[src/rtl/res_pulse_formatter.sv]
`default_nettype none
// ============================================================================
// Module   : res_pulse_formatter
// Brief    : Buffers DUT result beats in a FIFO and replays each one as a
//            separate res_valid pulse (HOLD_CYCLES high, GAP_CYCLES low), so
//            an edge-triggered monitor sees exactly one rising edge per beat.
//            Beats arriving while the FIFO is full are counted in drop_cnt.
// Revision : 1.0 - initial release
// ============================================================================
module res_pulse_formatter #(
   parameter int DATA_WIDTH  = 256,
   parameter int FIFO_DEPTH  = 8,
   parameter int HOLD_CYCLES = 1,
   parameter int GAP_CYCLES  = 1
) (
   input  logic                          clk,
   input  logic                          rst_n,
   input  logic                          in_valid,
   input  logic [DATA_WIDTH-1:0]         in_data,
   output logic                          in_ready,
   output logic                          res_valid,
   output logic [DATA_WIDTH-1:0]         res_data,
   output logic [$clog2(FIFO_DEPTH):0]   level,
   output logic [15:0]                   drop_cnt,
   output logic                          busy
);

   localparam int AW     = $clog2(FIFO_DEPTH);
   localparam int LW     = AW + 1;
   localparam int MAXCYC = (HOLD_CYCLES > GAP_CYCLES) ? HOLD_CYCLES : GAP_CYCLES;
   localparam int CW     = (MAXCYC > 1) ? $clog2(MAXCYC) : 1;

   localparam logic [CW-1:0] HOLD_LOAD = CW'(HOLD_CYCLES - 1);
   localparam logic [CW-1:0] GAP_LOAD  = CW'(GAP_CYCLES - 1);
   localparam logic [LW-1:0] FULL_LVL  = LW'(FIFO_DEPTH);

   typedef enum logic [1:0] {
      S_IDLE = 2'd0,
      S_HOLD = 2'd1,
      S_GAP  = 2'd2
   } state_t;

   state_t                r_state;
   state_t                w_state_nxt;
   logic [CW-1:0]         r_cnt;
   logic [CW-1:0]         w_cnt_nxt;
   logic                  w_valid_nxt;
   logic                  w_pop;
   logic                  w_push;
   logic                  w_drop;
   logic                  w_not_empty;
   logic [AW-1:0]         r_wr_ptr;
   logic [AW-1:0]         r_rd_ptr;
   logic [DATA_WIDTH-1:0] r_mem [FIFO_DEPTH];

   // Accept/drop decisions use only the registered level: a pop in the same
   // cycle never frees space for a push.
   assign in_ready    = (level != FULL_LVL);
   assign w_push      = in_valid && in_ready;
   assign w_drop      = in_valid && !in_ready;
   assign w_not_empty = (level != '0);
   assign busy        = (r_state != S_IDLE) || w_not_empty;

   // FIFO storage: contents need no reset, only the pointers do.
   always_ff @(posedge clk) begin
      if (w_push) begin
         r_mem[r_wr_ptr] <= in_data;
      end
   end

   // FIFO pointers, occupancy and saturating drop counter.
   always_ff @(posedge clk or negedge rst_n) begin
      if (!rst_n) begin
         r_wr_ptr <= '0;
         r_rd_ptr <= '0;
         level    <= '0;
         drop_cnt <= '0;
      end else begin
         if (w_push) begin
            r_wr_ptr <= r_wr_ptr + AW'(1);
         end
         if (w_pop) begin
            r_rd_ptr <= r_rd_ptr + AW'(1);
         end
         case ({w_push, w_pop})
            2'b10:   level <= level + LW'(1);
            2'b01:   level <= level - LW'(1);
            default: level <= level;
         endcase
         if (w_drop && (drop_cnt != 16'hFFFF)) begin
            drop_cnt <= drop_cnt + 16'd1;
         end
      end
   end

   // Pulse state register; res_data only changes when a pop loads it.
   always_ff @(posedge clk or negedge rst_n) begin
      if (!rst_n) begin
         r_state   <= S_IDLE;
         r_cnt     <= '0;
         res_valid <= 1'b0;
         res_data  <= '0;
      end else begin
         r_state   <= w_state_nxt;
         r_cnt     <= w_cnt_nxt;
         res_valid <= w_valid_nxt;
         if (w_pop) begin
            res_data <= r_mem[r_rd_ptr];
         end
      end
   end

   // Next-state logic: IDLE pops as soon as data is present, HOLD keeps the
   // pulse high, GAP enforces the low time before the next pop.
   always_comb begin
      w_state_nxt = r_state;
      w_cnt_nxt   = r_cnt;
      w_valid_nxt = res_valid;
      w_pop       = 1'b0;
      case (r_state)
         S_IDLE: begin
            if (w_not_empty) begin
               w_pop       = 1'b1;
               w_valid_nxt = 1'b1;
               w_cnt_nxt   = HOLD_LOAD;
               w_state_nxt = S_HOLD;
            end
         end
         S_HOLD: begin
            if (r_cnt == '0) begin
               w_valid_nxt = 1'b0;
               w_cnt_nxt   = GAP_LOAD;
               w_state_nxt = S_GAP;
            end else begin
               w_cnt_nxt = r_cnt - CW'(1);
            end
         end
         S_GAP: begin
            if (r_cnt == '0) begin
               if (w_not_empty) begin
                  w_pop       = 1'b1;
                  w_valid_nxt = 1'b1;
                  w_cnt_nxt   = HOLD_LOAD;
                  w_state_nxt = S_HOLD;
               end else begin
                  w_state_nxt = S_IDLE;
               end
            end else begin
               w_cnt_nxt = r_cnt - CW'(1);
            end
         end
         default: begin
            w_state_nxt = S_IDLE;
            w_valid_nxt = 1'b0;
         end
      endcase
   end

endmodule
`default_nettype wire

[config.mk]
export PLATFORM = sky130hd
export DESIGN_NAME = res_pulse_formatter
export DESIGN_NICKNAME = d
export VERILOG_FILES = /design/src/rtl/res_pulse_formatter.sv
export SDC_FILE = /design/constraint.sdc
export NUM_CORES = 2
export LEC_CHECK = 0
export CAP_MARGIN = 10
export CORE_ASPECT_RATIO = 0.5
export CORE_UTILIZATION = 55
export DETAILED_ROUTE_END_ITERATION = 10
export PLACE_DENSITY = 0.75
export SLEW_MARGIN = 10
export SYNTH_ARGS = -nofsm -noshare
export SYNTH_HDL_FRONTEND = slang
export SYNTH_SLANG_ARGS = --single-unit
[constraint.sdc]
create_clock -name clk -period 29.3 [get_ports clk]
set_clock_uncertainty 0.15 [all_clocks]
set_input_delay 5.86 -clock clk [delete_from_list [all_inputs] [get_ports clk]]
set_output_delay 5.86 -clock clk [all_outputs]
set_load 0.005 [all_outputs]
[After elaboration in Yosys (flattened, before gate mapping)]
Memories as Yosys holds them, arrays and structs flattened. A register that Yosys moved wholly into a read port is not among the register bits.
Cells that the tools add are included.
Word-level totals
  memories kept: 1
  word-level logic and storage cells: 56
  bits in writable memories: 2048
  output and inout bits: 279
  flip-flop bits (word level): 30
  input port bits: 259
Memories
  r_mem: depth 8, width 256, rd ports 1, clocked after memory_dff 1, write ports 1, RTL line 54  | logic [DATA_WIDTH-1:0] r_mem [FIFO_DEPTH];
Cells by class
  reduce and logical (&&, ||, !) cells: 15
  equal/unequal tests: 9
  add/subtract/negate cells: 6
  multiplexer cells: 18
Operators with widths (count)
  adder 16 x 1 -> 16 bit, second input constant: 1
  != test 16 bit, second input constant: 1
  2-to-1 mux 1 bit: 10
  one-hot mux 4 bit (2 select lines): 1
  adder 3 x 1 -> 3 bit, second input constant: 2
  2-to-1 mux 2 bit: 3
  != test 2 bit, second input constant: 3
  one-hot mux 2 bit (3 select lines): 1
  nonzero test 2 bit: 3
  adder 4 x 1 -> 4 bit, second input constant: 1
  equality test 2 x 1 -> 1 bit, second input constant: 2
  equality test 2 bit, second input constant: 2
  != test 4 bit, second input constant: 1
  one-hot mux 1 bit (2 select lines): 2
  AND reduction 2 bit: 2
  nonzero test 4 bit: 1
  subtractor 4 x 1 -> 4 bit, second input constant: 1
  logical AND 1 bit: 3
  one-hot mux 1 bit (3 select lines): 1
  AND reduction 3 bit: 1
  zero test 1 bit: 2
  zero test 2 bit: 1
  OR reduction 2 bit: 1
  logical OR 1 bit: 1
  subtractor 1 bit, second input constant: 1

[Depth between registers and ports, before layout]
  depth after elaboration: 6
  depth in mapped cells: 12
  mapped depth without buffers: 10

[Worst setup path after synthesis]
OpenSTA, ideal clock, no wires.
  path kind: input -> register
  start: input port in_valid
  end: memory r_mem[0][0], enable pin
  buffers on the path: 0
  required time: 27.653 ns
  setup slack: -2.681 ns
  setup time: 1.497 ns
  arrival: 30.333 ns
  stages: 3
  path through: nor2b_1 > inv_1 > nor4_1
Between the ends
  word-level cells in the longest chain between the ends: 3
RTL lines
  start, declared: RTL line 18  | input logic in_valid,
  logical AND 1 bit: RTL line 59  | assign w_push = in_valid && in_ready;
  2-to-1 mux 1 bit: RTL line 66  | if (w_push) begin
  2-to-1 mux 1 bit (implied by the code): RTL line 67  | r_mem[r_wr_ptr] <= in_data;
  end, declared: RTL line 54
No other way between the ends.

[Final worst setup path]
  start: input port in_valid
  end: memory r_mem[1][134], enable pin
Same word-level chain as after synthesis.

==> impl_metrics.env <==
export IMPL_syn_instance_count=3924
export IMPL_fmax_mhz=97.3
export IMPL_synth_distinct_cells=40
export IMPL_power_leakage_nw=33.5
export IMPL_finalSetupTns_ns=0
export IMPL_fin_cells=6786
export IMPL_crit_arrival_ns=10.55
export IMPL_worstPathRequired_ns=29.57
export IMPL_portBuffers=537
export IMPL_dieArea_um2=160000
export IMPL_cp_max_fo=58
export IMPL_drc=0
export IMPL_drt_iter0_markers=3032
export IMPL_synthToLayoutAreaGrowth_pct=16.0
export IMPL_async_flop_share_pct=12.2
export IMPL_finalCritPeriodShare_pct=35.1
export IMPL_antenna_found_initial=41
export IMPL_period_minus_slack_ns=10.28
export IMPL_cts_made_buffers=192
export IMPL_fin_total_pwr_mw=10.0
export IMPL_hold_violations=0
export IMPL_max_slew_margin_pct=20.1
export IMPL_dp_slack_ns=18.15
export IMPL_placementRows=102
export IMPL_grt_usage_pct=22.8
export IMPL_core_um2=156000
export IMPL_vias_per_cell=5.87
export IMPL_globalplace_congestion=0.767
export IMPL_clk_pin_slew_ns=0.07
export IMPL_maxCapViolations=0
export IMPL_pin_count=538
export IMPL_synth_seq_cells=2333
export IMPL_wirelength_um=180000
export IMPL_dr_pass1_iters=5
export IMPL_final_area_um2=101000
export IMPL_crit_path_end_kind="flip-flop"
export IMPL_syn_area_um2=86900
export IMPL_dieWidth_um=564
export IMPL_htree_levels=4
export IMPL_setup_viol=0
export IMPL_grt_overflow_total=0
export IMPL_syn_avg_cell_area_um2=22.1
export IMPL_placed_cells=6398
export IMPL_insertion_delay_ns=0.80
export IMPL_nets=4777
export IMPL_min_path_type="flip-flop to flip-flop"
export IMPL_cp_start_kind="input port"
export IMPL_die_y_um=283
export IMPL_clock_sinks=2333
export IMPL_cts_path_max_buffers=3
export IMPL_start_util_pct=55.8
export IMPL_timing_hold_ws_ns=0.303
export IMPL_post_cts_setup_buffers=0
export IMPL_slew_viol_final=0
export IMPL_layout_commonest_cell="edfxtp_1"
export IMPL_syn_nets=4189
export IMPL_crit_type="input port to flip-flop"
export IMPL_cellPowerDensity_nw_per_um2=99.2
export IMPL_dpl_cell_area_um2=94400
export IMPL_grt_max_degree=174
export IMPL_root_buffer="clkbuf_16"
export IMPL_synth_top_flop_cell="edfxtp_1"
export IMPL_synthTopCellsByArea="edfxtp_1, mux4_2, dfrtp_1"
export IMPL_drive_gt1_share_pct=18.7
export IMPL_final_cell_mix="edfxtp_1, clkdlybuf4s50_1, mux4_2"
export IMPL_synth_edf_count=2048
export IMPL_wl_per_cell_um=26.6
export IMPL_ir_drop_uv=94.9
export IMPL_grt_pass1_wl_um=268000
export IMPL_setup_slack_ns=19.02
export IMPL_grt_pass1_vias=41700
export IMPL_place_hpwl_um=101000
export IMPL_cts_hold_buf=0
export IMPL_via_count=39800
export IMPL_synth_top_area_share_pct=70.8
export IMPL_worst_slew_pin_slew_ns=1.20
export IMPL_status="complete, no violations"
export IMPL_synth_yosys_seq_area_share_pct=79.0
export IMPL_cts_resized=0
export IMPL_synth_warning_count=0
export IMPL_yosys_area_top_type="edfxtp_1"
export IMPL_cts_tree="built"
export IMPL_antenna_left=0
export IMPL_utilization_pct=64.7
export IMPL_rsz0062_at_grt="false"
-- kinds of logic (layout without fill, tap and decap cells) --
group                      after synthesis  count (layout)  share of synthesized area, %
AOI/OAI and AO/OA                      261             261                          1.51
xor gates and xnor gates                24              24                         0.242
adders and majority gates                6               6                        0.0864
buffers and inverters                  207             962                          1.36
DFF                                   2333            2333                          79.0
muxes                                  772             772                          16.3
other                                    0              27                             0
and+or+nand+nor                        321             321                          1.55
-- layer usage --
layer  global-route usage [%]  up-vias  wire length [um]
met5                        0        -                96
met4                     8.16       16              5670
met3                     3.63      282              7890
met2                     39.8     1063             96600
met1                     29.3    21200             70200
li1                         -    17300                 -
-- path summary, 6_finish.rpt --
kind / startpoint / to / slack [ns] / cells past startpoint
setup / recovery: in_valid / r_mem[1][134] / 19.02 / 8
hold / removal: r_state[1] / r_state[1] / 0.30 / 1
setup reg to reg: level[0] / r_mem[1][134] / 24.02 / 8
hold reg to reg: r_state[1] / r_state[1] / 0.30 / 1
max in group asynchronous: rst_n / res_data[254] / 21.95 / 3
min in group asynchronous: rst_n / res_data[119] / 4.90 / 1
-- flip-flops by register name, indices dropped and copies added, names as in the netlist --
register / count
r_wr_ptr: 3
res_valid: 1
r_state: 2
r_mem: 2048
drop_cnt: 16
res_data: 256
r_rd_ptr: 3
level: 4
-- power breakdown --
part / internal, mW / switching (mW) / leakage [nW]
clock: 1.42 / 1.16 / 3.07
sequential: 4.27 / 0.270 / 22.1
combinational: 1.38 / 1.50 / 8.36
total: 7.07 / 2.93 / 33.5
-- critical path, cell delays in order --
cell and delay (ns):
clkdlybuf4s50_1 0.59, nor2b_1 0.38, inv_1 0.25, nor3_2 0.19
buf_4 0.57, buf_4 0.94, buf_4 0.78, buf_4 0.83
-- area by class of cell --
| class | count | area, um^2 |
|---|---|---|
| Timing Repair Buffer | 596 | 5970 |
| Inverter | 5 | 18.8 |
| Clock buffer | 255 | 5290 |
| Clock inverter | 106 | 1040 |
| Sequential cell | 2333 | 68600 |
| Antenna cell | 27 | 67.6 |
| Multi-Input combinational cell | 1384 | 17100 |
| Fill cell | 9923 | 55100 |
| Tap cell | 2080 | 2600 |
-- cells in the mapped netlist (2+ instances only) --
master and n:
edfxtp_1 2048, mux4_2 512, dfrtp_1 285, nand2_1 268, mux2i_1 256, o21ai_1 134, o21ai_0 122, buf_2 102
buf_4 63, clkbuf_1 25, xor2_1 19, nor3_1 11, nor2_1 9, buf_1 6, buf_6 6, ha_1 6
nand4_1 6, inv_1 5, xnor2_1 5, nand2b_1 4, nor4_1 4, a21oi_1 3, and3_1 3, mux2_2 3
nand3_1 2, nor2b_1 2, nor3b_1 2
No activity file was read; power rests on OpenSTA's default activity.
